===== src/rtl/mccu_pkg.sv =====
// rtl/mccu_pkg.sv - shared constants and sum-width helper for the contention quota unit
package mccu_pkg;

  localparam int DEFAULT_DATA_WIDTH    = 32;
  localparam int DEFAULT_WEIGHTS_WIDTH = 7;
  localparam int DEFAULT_N_CORES       = 1;
  localparam int DEFAULT_CORE_EVENTS   = 1;

  // Wide enough that every event line firing at full weight cannot overflow.
  function automatic int mccu_sum_width(input int weights_width, input int core_events);
    return weights_width + $clog2(core_events + 1);
  endfunction

endpackage


===== src/rtl/mccu_weight_sum.sv =====
// rtl/mccu_weight_sum.sv - registered weighted sum of one core's active event lines
module mccu_weight_sum
  import mccu_pkg::*;
#(
  parameter int WEIGHTS_WIDTH = DEFAULT_WEIGHTS_WIDTH,
  parameter int CORE_EVENTS   = DEFAULT_CORE_EVENTS,
  parameter int SUM_WIDTH     = mccu_sum_width(WEIGHTS_WIDTH, CORE_EVENTS)
) (
  input  logic                     clk_i,
  input  logic                     rstn_i,
  input  logic [CORE_EVENTS-1:0]   events_i,
  input  logic [WEIGHTS_WIDTH-1:0] weights_i [CORE_EVENTS],
  output logic [SUM_WIDTH-1:0]     sum_o
);

  logic [SUM_WIDTH-1:0] sum_d;
  logic [SUM_WIDTH-1:0] sum_q;

  always_comb begin
    sum_d = '0;
    for (int e = 0; e < CORE_EVENTS; e++) begin
      if (events_i[e]) begin
        sum_d = sum_d + SUM_WIDTH'(weights_i[e]);
      end
    end
  end

  // Captured regardless of enable so events seen while disabled are not lost.
  always_ff @(posedge clk_i) begin
    if (!rstn_i) begin
      sum_q <= '0;
    end else begin
      sum_q <= sum_d;
    end
  end

  assign sum_o = sum_q;

endmodule


===== src/rtl/mccu_quota_unit.sv =====
// rtl/mccu_quota_unit.sv - per-core contention quota registers with sticky exhaustion interrupt
module mccu_quota_unit
  import mccu_pkg::*;
#(
  parameter int DATA_WIDTH    = DEFAULT_DATA_WIDTH,
  parameter int WEIGHTS_WIDTH = DEFAULT_WEIGHTS_WIDTH,
  parameter int N_CORES       = DEFAULT_N_CORES,
  parameter int CORE_EVENTS   = DEFAULT_CORE_EVENTS
) (
  input  logic                     clk_i,
  input  logic                     rstn_i,
  input  logic                     enable_i,
  input  logic [CORE_EVENTS-1:0]   events_i [N_CORES],
  input  logic [DATA_WIDTH-1:0]    quota_i [N_CORES],
  input  logic [N_CORES-1:0]       update_quota_i,
  input  logic [WEIGHTS_WIDTH-1:0] events_weights_i [N_CORES][CORE_EVENTS],
  output logic [DATA_WIDTH-1:0]    quota_o [N_CORES],
  output logic [N_CORES-1:0]       interruption_quota_o
);

  localparam int SUM_WIDTH = mccu_sum_width(WEIGHTS_WIDTH, CORE_EVENTS);
  localparam int EXT_WIDTH = (SUM_WIDTH > DATA_WIDTH) ? SUM_WIDTH : DATA_WIDTH;

  for (genvar c = 0; c < N_CORES; c++) begin : g_core
    logic [SUM_WIDTH-1:0]  sum_q;
    logic [EXT_WIDTH-1:0]  sum_ext;
    logic [EXT_WIDTH-1:0]  quota_ext;
    logic [DATA_WIDTH-1:0] quota_q;
    logic                  intr_q;
    logic                  exhausted;

    mccu_weight_sum #(
      .WEIGHTS_WIDTH (WEIGHTS_WIDTH),
      .CORE_EVENTS   (CORE_EVENTS),
      .SUM_WIDTH     (SUM_WIDTH)
    ) u_weight_sum (
      .clk_i     (clk_i),
      .rstn_i    (rstn_i),
      .events_i  (events_i[c]),
      .weights_i (events_weights_i[c]),
      .sum_o     (sum_q)
    );

    assign sum_ext   = EXT_WIDTH'(sum_q);
    assign quota_ext = EXT_WIDTH'(quota_q);
    // A zero sum never counts as exhaustion, even with the quota already at 0.
    assign exhausted = (sum_ext >= quota_ext) && (sum_q != '0);

    always_ff @(posedge clk_i) begin
      if (!rstn_i) begin
        quota_q <= '0;
        intr_q  <= 1'b0;
      end else if (update_quota_i[c]) begin
        quota_q <= quota_i[c];
        intr_q  <= 1'b0;
      end else if (enable_i) begin
        if (exhausted) begin
          quota_q <= '0;
          intr_q  <= 1'b1;
        end else begin
          quota_q <= DATA_WIDTH'(quota_ext - sum_ext);
        end
      end
    end

    assign quota_o[c]              = quota_q;
    assign interruption_quota_o[c] = intr_q;
  end

endmodule


===== config.mk =====
export PLATFORM = sky130hd
export DESIGN_NAME = mccu_quota_unit
export DESIGN_NICKNAME = d
export VERILOG_FILES = /design/src/rtl/mccu_pkg.sv /design/src/rtl/mccu_weight_sum.sv /design/src/rtl/mccu_quota_unit.sv
export SDC_FILE = /design/constraint.sdc
export NUM_CORES = 1
export LEC_CHECK = 0
export BUFFER_PORTS_ARGS = -buffer_cell sky130_fd_sc_hd__buf_2
export CELL_PAD_IN_SITES_DETAIL_PLACEMENT = 1
export CELL_PAD_IN_SITES_GLOBAL_PLACEMENT = 2
export CORE_UTILIZATION = 31
export CTS_CLUSTER_DIAMETER = 80
export DETAILED_ROUTE_END_ITERATION = 12
export GPL_TIMING_DRIVEN = 1
export MAX_ROUTING_LAYER = met4
export PLACE_DENSITY = 0.89
export SYNTH_ARGS = -nofsm -noshare
export SYNTH_HDL_FRONTEND = slang
export SYNTH_SLANG_ARGS = --single-unit

===== constraint.sdc =====
create_clock -name clk_i -period 6.9 [get_ports clk_i]
set_clock_uncertainty 0.05 [all_clocks]
set_input_delay 1.035 -clock clk_i [delete_from_list [all_inputs] [get_ports clk_i]]
set_output_delay 1.035 -clock clk_i [all_outputs]
set_load 0.02 [all_outputs]

==> results of run 1 <==
==> cell families after synthesis <==
family	Yosys count	share of synthesized area, %
buf+inv	35	5.36
simple gates	108	25.7
xor+xnor	10	3.35
compound gates	124	30.9
flops	40	30.6
fa+ha+maj	8	4.12
==> sequential cells by signal, indices dropped and copies added (netlist names) <==
register                   flops
interruption_quota_o           1
g_core.u_weight_sum.sum_o      7
quota_o                       32
==> path summary, 6_finish.rpt <==
path | from | end | slack, ns | cells past startpoint
setup / recovery | quota_o[11] | quota_o[28] | 3.81 | 6
hold / removal | interruption_quota_o | interruption_quota_o | 0.45 | 1
setup reg to reg | quota_o[11] | quota_o[28] | 3.81 | 6
hold reg to reg | interruption_quota_o | interruption_quota_o | 0.45 | 1
==> routing by layer <==
metal / track usage (%) / vias to the layer above / share of wire (%) / wire length (um)
met4: 3.46 / 0 / 0.69 / 57
met3: 3.16 / 7 / 3.6 / 301
li1: - / 1356 / - / -
met2: 35.9 / 63 / 51 / 4240
met1: 24.4 / 1362 / 44 / 3680
met5: - / - / 0 / 0
==> per-stage QoR <==
stage / cell area, um2 / hold slack [ns]
2_1_floorplan: 2610 / 0.537
3_3_place_gp: 3030 / 0.433
3_5_place_dp: 3030 / 0.435
4_1_cts: 3130 / 0.454
5_1_grt: 3130 / 0.483
6_report: 3130 / 0.451
==> cells in the mapped netlist (all sizes together) (7+ instances only) <==
cell    count  area (um2)
a21o        7        52.6
a21oi      51         255
a221oi      7        73.8
and3        9        56.3
clkbuf     20        75.1
dfxtp      40         801
ha          7        87.6
inv        11        41.3
nand2      13        48.8
nor2       11        41.3
nor3        7        35.0
nor3b      32         240
o21ai      20         111
o22ai       7        43.8
o31a       10        87.6
or4         8        71.3
==> area by class of cell <==
class / count / area (um2) / share of cell area (%)
clock inverter: 2 / 35.0 / 1.12
multi-input combinational: 250 / 1670 / 53.4
tap: 105 / 131 / 4.19
sequential: 40 / 801 / 25.5
inverter: 11 / 41.3 / 1.32
timing repair buffer: 76 / 380 / 12.1
clock buffer: 6 / 72.6 / 2.32
==> power groups by stage <==
stage               logic, mW  clock network [mW]  registers [mW]
global placement        0.237                   0           0.274
detailed placement      0.242                   0           0.275
CTS                     0.244               0.199           0.269
finish                  0.243               0.197           0.269
floorplan               0.160                   0           0.286
global route            0.271               0.210           0.273
==> flow_summary.ini, run 1 <==
[sta]
slew_viol_final = 0
hold_viol = 0
fmax_ghz = 0.324
period_needed_ns = 3.09
min_period_over_period_pct = 44.8
fin_ws_ns = 3.81
setup_tns_ns = 0
tightest_slew_ns = 1.13
rsz0062_at_grt = no
setup_violations = 0
max-slew-margin-rel_pct = 24.4

[synthesis]
synthCells = 325
ys_ff_latch = 40
yosys_warnings = 0
synthesis.area_um2 = 2610
synth-edff-count = 0
ys_types = 47
synth_nets = 377
synth_flop_cell = dfxtp_1
synthArstFlopShare_pct = 0
yosysSeqAreaShare_pct = 30.6
synth_area_per_cell_um2 = 8.04

[die]
dieArea_um2 = 8800
core_area_um2 = 8180
num_rows = 33
ios = 77
start_util_pct = 32.0
die_y_um = 93.8
dieWidth_um = 93.8

[route]
vias = 2788
finalWirelength_um = 8290
drtPass1Iterations = 4
via_per_inst = 5.69
ant_nets = 0
drc = 0
routedWlPerCell_um = 16.9
drt_iter0_drc = 55

[final_layout]
fill_cells = 1026
drive_gt1_share_pct = 25.2
final_common_cell = buf_2
finish.utilization_pct = 38.3
diodes = 0
layout.cells.non_filler = 490
layout_common_cells = buf_2, a21oi_1, dfxtp_1, nor3b_1, o21ai_0
num-nets-final = 436
area_growth_syn_to_layout_pct = 19.9

[power_and_ir_drop]
p_leak_nw = 1.26
clock_power_share_pct = 27.8
p_switching_uw = 259
p_int_uw = 450
seq_power_share_pct = 37.9
powerDensity_nw_per_um2 = 226
combPwrFrac_pct = 34.3
switching_share_pct = 36.5
total_power_uw = 709
peakVddDrop_uv = 80.4

[cts]
postCtsResizedCells = 0
path_clk_slew_ns = 0.08
cts_setup_buffers = 0
cts_htree_levels = 2
root_buffer = clkbuf_8
cts_buffers = 5
cts_hold_buf = 0
clkLatencyLatePin_ns = 0.30
cts_tree = built
clk_path_buf_depth = 2
cts.sinks = 40

[setup_path]
crit_family = simple AND/OR/NAND/NOR gates
critical_path.startpoint_type = flip-flop
cpPeakStageDelay_ns = 0.59
critPathSlowestCell = or4_4
crit_top_cell = or4_4
crit_arrival_ns = 3.24
crit_type = reg -> reg
crit_fanout = 22
cp_num_buf_inv = 0
required_ns = 7.05
path_cells = or4_4 > or4_4 > or4_4 > o21ai_4 > a21oi_1 > o21a_1
cp-end-kind = flip-flop

[flow_run]
maxCapViolCount = 0

[global_routing]
grt_pass1_wl_um = 13700
grt_usage_pct = 20.2
grt_antenna_before_repair = 0
overflow = 0
grt_max_degree = 66
grt_pass1_vias = 2758

[placement]
dpl_worst_slack_ns = 3.80
gp_congestion = 0.794
dp.cells = 482
dpl.hpwl_um = 5900
port-buffer-count = 76

[min_path]
hp-class = reg -> reg

[run_status]
status = finished clean
Power figures use the tool's default switching activity.
==> run 2: changes to the inputs <==
--- a/config.mk
+++ b/config.mk
@@ -8,12 +8,12 @@
 export BUFFER_PORTS_ARGS = -buffer_cell sky130_fd_sc_hd__buf_2
 export CELL_PAD_IN_SITES_DETAIL_PLACEMENT = 1
 export CELL_PAD_IN_SITES_GLOBAL_PLACEMENT = 2
-export CORE_UTILIZATION = 31
+export CORE_UTILIZATION = 29
 export CTS_CLUSTER_DIAMETER = 80
 export DETAILED_ROUTE_END_ITERATION = 12
 export GPL_TIMING_DRIVEN = 1
 export MAX_ROUTING_LAYER = met4
-export PLACE_DENSITY = 0.89
+export PLACE_DENSITY = 0.84
 export SYNTH_ARGS = -nofsm -noshare
 export SYNTH_HDL_FRONTEND = slang
 export SYNTH_SLANG_ARGS = --single-unit
==> constraint.sdc (replaced) <==
create_clock -name clk_i -period 3.13 [get_ports clk_i]
set_clock_uncertainty 0.05 [all_clocks]
set_input_delay 0.4695 -clock clk_i [delete_from_list [all_inputs] [get_ports clk_i]]
set_output_delay 0.4695 -clock clk_i [all_outputs]
set_load 0.02 [all_outputs]
==> run 2 against run 1 <==
  * Worst setup slack got worse by 3.5 ns
  * Hold slack got worse by 0.096 ns
  * Non-clock buffer count rose by 6
  * Via count fell by 0.25%
  * Routed wire length rose by 1.0%
  * Power rose by 110%
  * Largest cell class unchanged
  * Largest power group unchanged
==> flow_summary.ini, run 2 (synthesized netlist as in run 1, its figures left out) <==
[setup_path]
critical_path.startpoint_type = flip-flop
cp-end-kind = flip-flop
cp-startpoint = quota_o[11]
crit_fanout = 15
crit_arrival_ns = 2.97
required_ns = 3.25
rr_startpoint = quota_o[11]
crit_type = reg -> reg

[global_routing]
overflow = 0
grt_max_degree = 37
grt_usage_pct = 18.7
grt_antenna_before_repair = 0
grt_pass1_vias = 2756
grt_pass1_wl_um = 13900

[final_layout]
layout_common_cells = buf_2, a21oi_1, dfxtp_1, nor3b_1, o21ai_0
largest_reg_flops = 32
drive_gt1_share_pct = 26.3
diodes = 0
finish.utilization_pct = 36.5
final_common_cell = buf_2
num-nets-final = 442
area_growth_syn_to_layout_pct = 21.7

[power_and_ir_drop]
switching_share_pct = 37.2
p_switching_uw = 564
peakVddDrop_uv = 197
combPwrFrac_pct = 36.9
clock_power_share_pct = 23.9
powerDensity_nw_per_um2 = 477
p_leak_nw = 1.29
p_int_uw = 953
seq_power_share_pct = 39.2

[sta]
min_period_over_period_pct = 91.0
period_needed_ns = 2.85
worst_hold_slack_ns = 0.355
setup_tns_ns = 0
max-slew-margin-rel_pct = 65.2
hold_viol = 0
rsz0062_at_grt = no
fmax_ghz = 0.351
tightest_slew_ns = 0.522
setup_violations = 0
slew_viol_final = 0
fin_ws_ns = 0.282

[route]
drt_iter0_drc = 68
drtPass1Iterations = 4
ant_nets = 0
vias = 2781
routedWlPerCell_um = 16.8
finalWirelength_um = 8370
via_per_inst = 5.57
drc = 0

[placement]
gp_congestion = 0.803
port-buffer-count = 76
dpl.hpwl_um = 6230
dpl_worst_slack_ns = 0.229

[cts]
cts.sinks = 40
cts_htree_levels = 2
cts_hold_buf = 0
clkLatencyLatePin_ns = 0.30
clk_path_buf_depth = 2
postCtsResizedCells = 0
cts_tree = built
cts_buffers = 5
cts_setup_buffers = 0
path_clk_slew_ns = 0.08
root_buffer = clkbuf_8

[die]
num_rows = 34
ios = 77
dieArea_um2 = 9400
core_area_um2 = 8720
dieWidth_um = 96.9
start_util_pct = 30.0
die_y_um = 96.9

[min_path]
hp-class = in -> reg
min_from = events_weights_i[4]

[flow_run]
maxCapViolCount = 0

[run_status]
status = finished clean
==> run 2: cell count changes in the layout (fill, tap and decap cells not counted), sizes merged <==
cell,previous run,this run
buf,76,82
clkbuf,6,8
bufinv,1,0
clkinv,1,0
==> run 2: layout make-up <==
type	instances	area [um2]
tap	108	135
multi-input combinational	250	1680
sequential	40	801
timing repair buffer	82	438
clock buffer	8	90.1
inverter	11	41.3
fill	1081	5540
==> run 2: per-stage QoR <==
stage	std cells	area [um2]	power, mW
after floorplan	325	2610	0.984
after global placement	491	3090	1.15
after detailed placement	491	3090	1.16
after CTS	499	3180	1.53
after global routing	499	3180	1.62
final	499	3180	1.52
==> run 2: final timing paths <==
kind              depth (start not counted)                               to  slack (ns)
setup / recovery                          7                      quota_o[20]        0.28
hold / removal                            2  g_core[0].u_weight_sum.sum_o[4]        0.36
setup reg to reg                          7                      quota_o[20]        0.28
hold reg to reg                           1             interruption_quota_o        0.47
==> run 2: worst max-delay path, stage by stage (launching register included) <==
cell     delay (ns)
dfxtp_1        0.38
or4_4          0.58
or4_4          0.48
or4_4          0.57
o21ai_4        0.30
buf_12         0.19
a21o_1         0.10
a21oi_1        0.06
==> run 2: per-layer routing <==
layer / part of all wire (%) / track usage (%)
met5: 0 / -
met4: 1.3 / 5.17
met1: 46 / 22.9
met2: 49 / 31.9
met3: 3.2 / 2.89
==> run 2: power by group through the flow <==
stage	Clock (mW)	Sequential, mW	Combinational [mW]
after floorplan	0	0.631	0.353
after global placement	0	0.604	0.547
after detailed placement	0	0.606	0.554
after CTS	0.379	0.594	0.559
after global routing	0.397	0.601	0.618
final	0.363	0.594	0.560
==> run 3: changes to the inputs <==
--- a/config.mk
+++ b/config.mk
@@ -12,7 +12,6 @@
 export CTS_CLUSTER_DIAMETER = 80
 export DETAILED_ROUTE_END_ITERATION = 12
 export GPL_TIMING_DRIVEN = 1
-export MAX_ROUTING_LAYER = met4
 export PLACE_DENSITY = 0.84
 export SYNTH_ARGS = -nofsm -noshare
 export SYNTH_HDL_FRONTEND = slang
==> run 3 against run 2 <==
  * Combinational power about the same
  * Core utilization unchanged
  * Cell count unchanged
  * Sequential share of layout area unchanged
  * Hold slack about the same
  * Routed wire length about the same
==> flow_summary.ini, run 3 (synthesized netlist as in run 1, its figures left out) <==
[route]
drc = 0
drtPass1Iterations = 4
via_per_inst = 5.57
ant_nets = 0
finalWirelength_um = 8370
vias = 2777
drt_iter0_drc = 72
routedWlPerCell_um = 16.8

[setup_path]
crit_top_cell = or4_4
cp-end-kind = flip-flop
path_cells = or4_4 > or4_4 > or4_4 > o21ai_4 > buf_12 > a21o_1 > a21oi_1
crit_arrival_ns = 2.96
critPathSlowestCell = or4_4
critical_path.startpoint_type = flip-flop
crit_type = reg -> reg
crit_fanout = 15
cpPeakStageDelay_ns = 0.58
required_ns = 3.25

[power_and_ir_drop]
p_leak_nw = 1.29
total_power_mw = 1.52
peakVddDrop_uv = 197
powerDensity_nw_per_um2 = 477

[placement]
port-buffer-count = 76
gp_congestion = 0.792
dp.cells = 491
dpl.hpwl_um = 6230

[final_layout]
diodes = 0
num-nets-final = 442
largest_reg_flops = 32
drive_gt1_share_pct = 26.3
finish.utilization_pct = 36.5
area_growth_syn_to_layout_pct = 21.7
layout.cells.non_filler = 499
layout_common_cells = buf_2, a21oi_1, dfxtp_1, nor3b_1, o21ai_0
final_common_cell = buf_2
fill_cells = 1081

[sta]
rsz0062_at_grt = no
tightest_slew_ns = 0.522
setup_tns_ns = 0
setup_violations = 0
min_period_over_period_pct = 90.8
period_needed_ns = 2.84
fmax_ghz = 0.352
hold_viol = 0
slew_viol_final = 0
max-slew-margin-rel_pct = 65.1

[cts]
cts_tree = built
path_clk_slew_ns = 0.08
cts_htree_levels = 2
root_buffer = clkbuf_8
clkLatencyLatePin_ns = 0.30
cts.sinks = 40
cts_buffers = 5
clk_path_buf_depth = 2

[die]
dieArea_um2 = 9400
core_area_um2 = 8720
dieWidth_um = 96.9
num_rows = 34
die_y_um = 96.9
ios = 77
start_util_pct = 30.0

[global_routing]
grt_pass1_wl_um = 13900
grt_pass1_vias = 2757
grt_max_degree = 37
grt_usage_pct = 18.2
overflow = 0
grt_antenna_before_repair = 0

[min_path]
hp-class = in -> reg

[flow_run]
maxCapViolCount = 0

[run_status]
status = finished clean
run 3: cell counts in the layout (fill, tap and decap cells not counted):
No cell type changed its count.
run 3: cell type report:
type | count | area [um2] | share of cell area, %
Tap cell | 108 | 135 | 4.25
Timing Repair Buffer | 82 | 438 | 13.8
Clock buffer | 8 | 90.1 | 2.83
Sequential cell | 40 | 801 | 25.2
Inverter | 11 | 41.3 | 1.30
Multi-Input combinational cell | 250 | 1680 | 52.7
run 3: path summary, 6_finish.rpt:
path | end | slack [ns] | depth (start not counted) | start
max | quota_o[20] | 0.29 | 7 | quota_o[11]
min | g_core[0].u_weight_sum.sum_o[4] | 0.36 | 2 | events_weights_i[4]
max reg2reg | quota_o[20] | 0.29 | 7 | quota_o[11]
min reg2reg | interruption_quota_o | 0.47 | 1 | interruption_quota_o
run 3: repair_timing:
item,CTS,global route
hold buffers,0,0
setup buffers,0,0
gates resized for setup,0,1
setup endpoints to repair,0,2
run 3: per-layer routing:
layer,wire length (um),global-route usage [%],share of wire (%),up-vias
met3,260,2.89,3.1,9
met2,4140,31.8,50,55
met5,0,0,0,-
met4,108,5.17,1.3,0
met1,3860,22.9,46,1356
li1,-,-,-,1357
run 3: through the flow:
step | setup WS, ns | hold slack [ns] | instance area (um2)
5_1_grt | 0.178 | 0.363 | 3180
2_1_floorplan | 0.431 | 0.537 | 2610
4_1_cts | 0.196 | 0.351 | 3180
6_report | 0.287 | 0.356 | 3180
3_5_place_dp | 0.229 | 0.462 | 3090
3_3_place_gp | 0.312 | 0.445 | 3090
run 3: report_power, final:
group / total (mW) / leakage (nW) / internal (mW) / switching, mW
Combinational: 0.560 / 0.914 / 0.228 / 0.332
Sequential: 0.594 / 0.329 / 0.545 / 0.0490
Clock: 0.363 / 0.0455 / 0.180 / 0.183
run 3: critical path: cells and delay by family, from the launching register on:
| family | cells | cell delay, ns |
|---|---|---|
| and+or+nand+nor | 3 | 1.63 |
| AOI/OAI and AO/OA | 3 | 0.46 |
| DFF | 1 | 0.38 |
| buffers and inverters | 1 | 0.19 |
